<file path="src/rtl/shim_abs_sample_collector.sv">
// shim_abs_sample_collector: gathers 8 channel samples as saturated abs values and publishes them as one atomic frame
module shim_abs_sample_collector #(
    parameter bit          OFFSET_BINARY  = 1'b0,
    parameter int unsigned TIMEOUT_CYCLES = 1024
) (
    input  logic         clk,
    input  logic         resetn,
    input  logic         enable,
    input  logic         sample_valid,
    input  logic [2:0]   sample_ch,
    input  logic [15:0]  sample_data,
    output logic [119:0] abs_sample_concat,
    output logic         frame_valid,
    output logic         err_dup,
    output logic         err_timeout
);
    typedef enum logic [1:0] {IDLE, COLLECT, ERROR} state_t;
    state_t        state;
    logic [7:0]    got_mask;
    logic [31:0]   timer;
    logic [14:0]   shadow [8];
    logic [15:0]   x;
    logic [15:0]   neg;
    logic [14:0]   abs_val;
    logic [7:0]    ch_bit;
    logic [7:0]    next_mask;
    logic          accept;
    logic          dup;
    logic          complete;
    logic          timeout;
    logic [119:0]  frame;
    assign x         = {sample_data[15] ^ OFFSET_BINARY, sample_data[14:0]};
    assign neg       = -x;
    assign abs_val   = !x[15] ? x[14:0] : (x == 16'h8000 ? 15'h7FFF : neg[14:0]);
    assign ch_bit    = 8'd1 << sample_ch;
    assign accept    = state == COLLECT && sample_valid;
    assign dup       = accept && (got_mask & ch_bit) != 8'd0;
    assign next_mask = got_mask | ch_bit;
    assign complete  = accept && !dup && next_mask == 8'hFF;
    assign timeout   = state == COLLECT && got_mask != 8'd0 && timer == TIMEOUT_CYCLES && !complete;
    // The completing sample bypasses its shadow so the frame publishes on the same edge
    for (genvar i = 0; i < 8; i++) begin : g_frame
        assign frame[15*i +: 15] = (sample_ch == 3'(i)) ? abs_val : shadow[i];
    end
    always_ff @(posedge clk or negedge resetn) begin
        if (!resetn) begin
            state             <= IDLE;
            got_mask          <= 8'd0;
            timer             <= 32'd0;
            abs_sample_concat <= 120'd0;
            frame_valid       <= 1'b0;
            err_dup           <= 1'b0;
            err_timeout       <= 1'b0;
            for (int k = 0; k < 8; k++) shadow[k] <= 15'd0;
        end else begin
            frame_valid <= 1'b0;
            case (state)
                IDLE: begin
                    got_mask <= 8'd0;
                    timer    <= 32'd0;
                    if (enable) state <= COLLECT;
                end
                COLLECT: begin
                    if (accept && !dup) shadow[sample_ch] <= abs_val;
                    if (dup) err_dup <= 1'b1;
                    if (timeout) err_timeout <= 1'b1;
                    if (complete) begin
                        abs_sample_concat <= frame;
                        frame_valid       <= 1'b1;
                    end
                    if (dup || timeout) state <= ERROR;
                    else if (!enable) state <= IDLE;
                    got_mask <= (complete || !enable) ? 8'd0 : (accept && !dup) ? next_mask : got_mask;
                    timer    <= (complete || !enable) ? 32'd0 :
                                (accept && got_mask == 8'd0) ? 32'd1 :
                                (got_mask != 8'd0) ? timer + 32'd1 : timer;
                end
                default: ;
            endcase
        end
    end
endmodule

</file>
<file path="config.mk">
export PLATFORM = sky130hd
export DESIGN_NAME = shim_abs_sample_collector
export DESIGN_NICKNAME = d
export VERILOG_FILES = /design/src/rtl/shim_abs_sample_collector.sv
export SDC_FILE = /design/constraint.sdc
export NUM_CORES = 1
export LEC_CHECK = 0
export CAP_MARGIN = 10
export CORE_MARGIN = 2
export CORE_UTILIZATION = 51
export DETAILED_ROUTE_END_ITERATION = 10
export GPL_TIMING_DRIVEN = 0
export PLACE_DENSITY = 0.8
export SLEW_MARGIN = 10
export SYNTH_ARGS = -nofsm -noshare
export SYNTH_HDL_FRONTEND = slang
export SYNTH_SLANG_ARGS = --single-unit
</file>
<file path="constraint.sdc">
create_clock -name clk -period 2.6 [get_ports clk]
set_clock_uncertainty 0.15 [all_clocks]
set_input_delay 0.39 -clock clk [delete_from_list [all_inputs] [get_ports clk]]
set_output_delay 0.39 -clock clk [all_outputs]
set_load 0.02 [all_outputs]
</file>
==> impl_metrics.py <==
metrics = {
    "run_status": {
        "outcome": "finished, violations left",
        "violations": "setup timing",
    },
    "power": {
        "leakagePower_nw": 7.70,
        "peakVddDrop_v": 0.000474,
        "p_seq_share_pct": 46.3,
        "power_density_nw_per_um2": 538,
        "p_clk_share_pct": 46.8,
        "combPwrFrac_pct": 6.9,
        "p_int_mw": 7.18,
        "p_sw_mw": 2.41,
        "swShare_pct": 25.1,
    },
    "yosys": {
        "synth_edf_count": 0,
        "synth_seq_cells": 285,
        "synthArstFlopShare_pct": 100,
        "synth_cell_types": 59,
        "yosysSeqAreaShare_pct": 55.1,
        "syn_inst": 1419,
        "yosysWarningCount": 0,
        "synth_area_um2": 12900,
        "synth_nets": 1445,
        "synth-main-ff-cell": "dfrtp_1",
        "syn_avg_cell_area_um2": 9.12,
    },
    "cells_and_area": {
        "layout_commonest_cell": "dfrtp_1",
        "antenna_cells": 0,
        "drive_gt1_share_pct": 21.7,
        "final_cell_mix": "284 x dfrtp_1, 192 x nor2_1, 187 x nand2_1, 153 x o21ai_1, 140 x clkdlybuf4s50_1",
        "fin_nets": 1681,
        "final_core_util_pct": 71.2,
        "instances_no_fill": 2009,
        "area_delta_synth_final_pct": 37.8,
    },
    "clock_network": {
        "cts_buffers": 30,
        "clk_path_buf_depth": 3,
        "clock_latency_ns": 0.57,
        "clk_pin_slew_ns": 0.07,
        "cts_htree_levels": 1,
        "ctsRootBufferMaster": "clkbuf_16",
        "cts_sinks": 285,
        "cts_tree": "yes",
    },
    "floorplanning": {
        "die_w_um": 163,
        "core_region_area_um2": 25000,
        "dieArea_um2": 26700,
        "io_pins": 146,
        "initial_utilization_pct": 51.7,
        "placementRows": 58,
        "die_h_um": 163,
    },
    "timing": {
        "setup_viol": 195,
        "maxSlewViolCount": 0,
        "rsz0062_at_grt": "true",
        "max_freq_mhz": 349,
        "worst_pin_slew_ns": 0.998,
        "setup_ws_ns": -0.264,
        "fin_crit_sh_pct": 110,
        "timing.final.crit_period_ns": 2.86,
        "relSlewSlack_pct": 33.5,
        "whs_ns": 0.290,
        "hold_viol": 0,
    },
    "route": {
        "routed_wl_um": 45800,
        "drc": 0,
        "first_pass_iters": 5,
        "vias": 12500,
        "ant_nets": 0,
        "drt_iter0_markers": 1626,
        "via_per_inst": 6.22,
        "wl_per_cell_um": 22.8,
    },
    "setup_path": {
        "worstPathRequired_ns": 2.93,
        "critPathLaunchType": "register",
        "startpoint": "got_mask[3]$_DFFE_PN0P_",
        "path_class": "register to register",
        "r2r_slack_ns": -0.26,
        "arrival_ns": 3.19,
        "reg2reg_from": "got_mask[3]$_DFFE_PN0P_",
        "cp_max_fo": 6,
        "critPathCaptureType": "register",
    },
    "placement": {
        "placed_cells": 1895,
        "finalWeightedCongestion": 0.929,
        "portBuffers": 144,
        "place_ws_ns": -1.33,
        "dpl.hpwl_um": 27500,
    },
    "global_route": {
        "grt_usage_pct": 31.1,
        "antenna_found_initial": 0,
        "grt_pass1_vias": 11700,
        "grt_pass1_wl_um": 63700,
        "grt_overflow": 0,
        "grt_max_degree": 106,
    },
    "flow_run": {
        "drv_cap": 0,
    },
    "worst_hold_path": {
        "hold_path_class": "input port to asynchronous set/reset pin",
    },
}
power groups by stage:
| stage | clock network [mW] | registers, mW | logic [mW] |
|---|---|---|---|
| after detailed placement | 0 | 4.52 | 0.556 |
| after CTS | 4.47 | 4.43 | 0.599 |
| after floorplan | 0 | 4.52 | 0.229 |
| final | 4.49 | 4.43 | 0.661 |
| after global routing | 4.67 | 4.43 | 0.685 |
| after global placement | 0 | 4.52 | 0.538 |
logic make-up after synthesis:
| group | synth area share, % |
|---|---|
| AND/OR/NAND/NOR | 18.2 |
| AO/OA/AOI/OAI | 18.1 |
| flip-flops | 55.1 |
| buffers and inverters | 4.51 |
| multiplexers | 3.07 |
| XOR/XNOR | 0.677 |
| adder cells (fa/ha/maj) | 0.290 |
through the flow:
step	cell area, um2	total power [mW]	TNS [ns]
2_1_floorplan	13100	4.75	-6.66
3_3_place_gp	14900	5.06	-3440.81
3_5_place_dp	15000	5.07	-300.54
4_1_cts	16400	9.50	-29.66
5_1_grt	17800	9.79	-38.78
6_report	17800	9.58	-27.63
path summary, 6_finish.rpt:
path | endpoint | depth (start not counted)
worst max-delay path | abs_sample_concat[21]$_DFFE_PN0P_ | 10
worst min-delay path | abs_sample_concat[113]$_DFFE_PN0P_ | 2
worst max register to register | abs_sample_concat[21]$_DFFE_PN0P_ | 10
worst min register to register | err_dup$_DFFE_PN0P_ | 1
max in group asynchronous | abs_sample_concat[85]$_DFFE_PN0P_ | 4
min in group clk | err_dup$_DFFE_PN0P_ | 1
state kept, by name, summed over array words and instances, names as in the netlist:
register and count:
shadow 120, timer 32, state 2, abs_sample_concat 120
err_timeout 1, err_dup 1, got_mask 8, frame_valid 1
what timing repair did:
item                                    in CTS  in global routing
endpoints found under the setup margin     284                282
endpoints found under the hold margin       99                  0
pin swaps                                   10                 65
buffers inserted                             9                 41
cloned                                       0                 20
hold buffers                                 1                  0
gates resized for setup                     83                251
synthesized netlist by cell type (7+ instances only):
| cell type | count | share of area, % |
|---|---|---|
| o21ai_1 | 130 | 5.0 |
| nand2_1 | 192 | 5.6 |
| o21ai_0 | 85 | 3.3 |
| clkbuf_1 | 60 | 1.7 |
| inv_1 | 11 | 0.32 |
| mux2_2 | 25 | 2.2 |
| nor3_1 | 10 | 0.39 |
| or2_2 | 7 | 0.34 |
| nor2_1 | 219 | 6.4 |
| a22oi_1 | 9 | 0.52 |
| nor2_2 | 7 | 0.34 |
| o22ai_1 | 16 | 0.77 |
| and2_1 | 17 | 0.82 |
| buf_2 | 16 | 0.62 |
| nand4_1 | 9 | 0.44 |
| a31oi_1 | 37 | 1.8 |
| dfrtp_1 | 285 | 55 |
| o31ai_1 | 13 | 0.75 |
| buf_6 | 14 | 1.2 |
| a21oi_1 | 123 | 4.8 |
| buf_1 | 12 | 0.35 |
| mux2i_1 | 10 | 0.77 |
| nand3_1 | 19 | 0.73 |
| nand2b_1 | 10 | 0.48 |
critical path: stages (launching register included):
cell and delay, ns:
dfrtp_2 0.43, mux2_4 0.26, a22o_1 0.19, or4_4 0.56
or3_1 0.37, buf_6 0.16, clkinv_8 0.07, clkbuf_16 0.17
buf_12 0.13, o21ai_1 0.08, o21ai_1 0.18
metal layers:
| layer | global-route usage, % | up-vias | wire [um] |
|---|---|---|---|
| li1 | - | 5384 | - |
| met1 | 41.5 | 6016 | 16900 |
| met2 | 49.1 | 892 | 21100 |
| met3 | 6.91 | 203 | 5240 |
| met4 | 13.7 | 0 | 2570 |
| met5 | 0 | - | 0 |
area by class of cell:
class,instances,area (um2)
Buffer,93,858
Clock buffer,36,833
Clock inverter,20,198
Fill cell,1681,7210
Inverter,12,57.6
Multi-Input combinational cell,1019,5970
Sequential cell,285,7130
Tap cell,330,413
Timing Repair Buffer,214,2370
No activity file was read; power rests on OpenSTA's default activity.
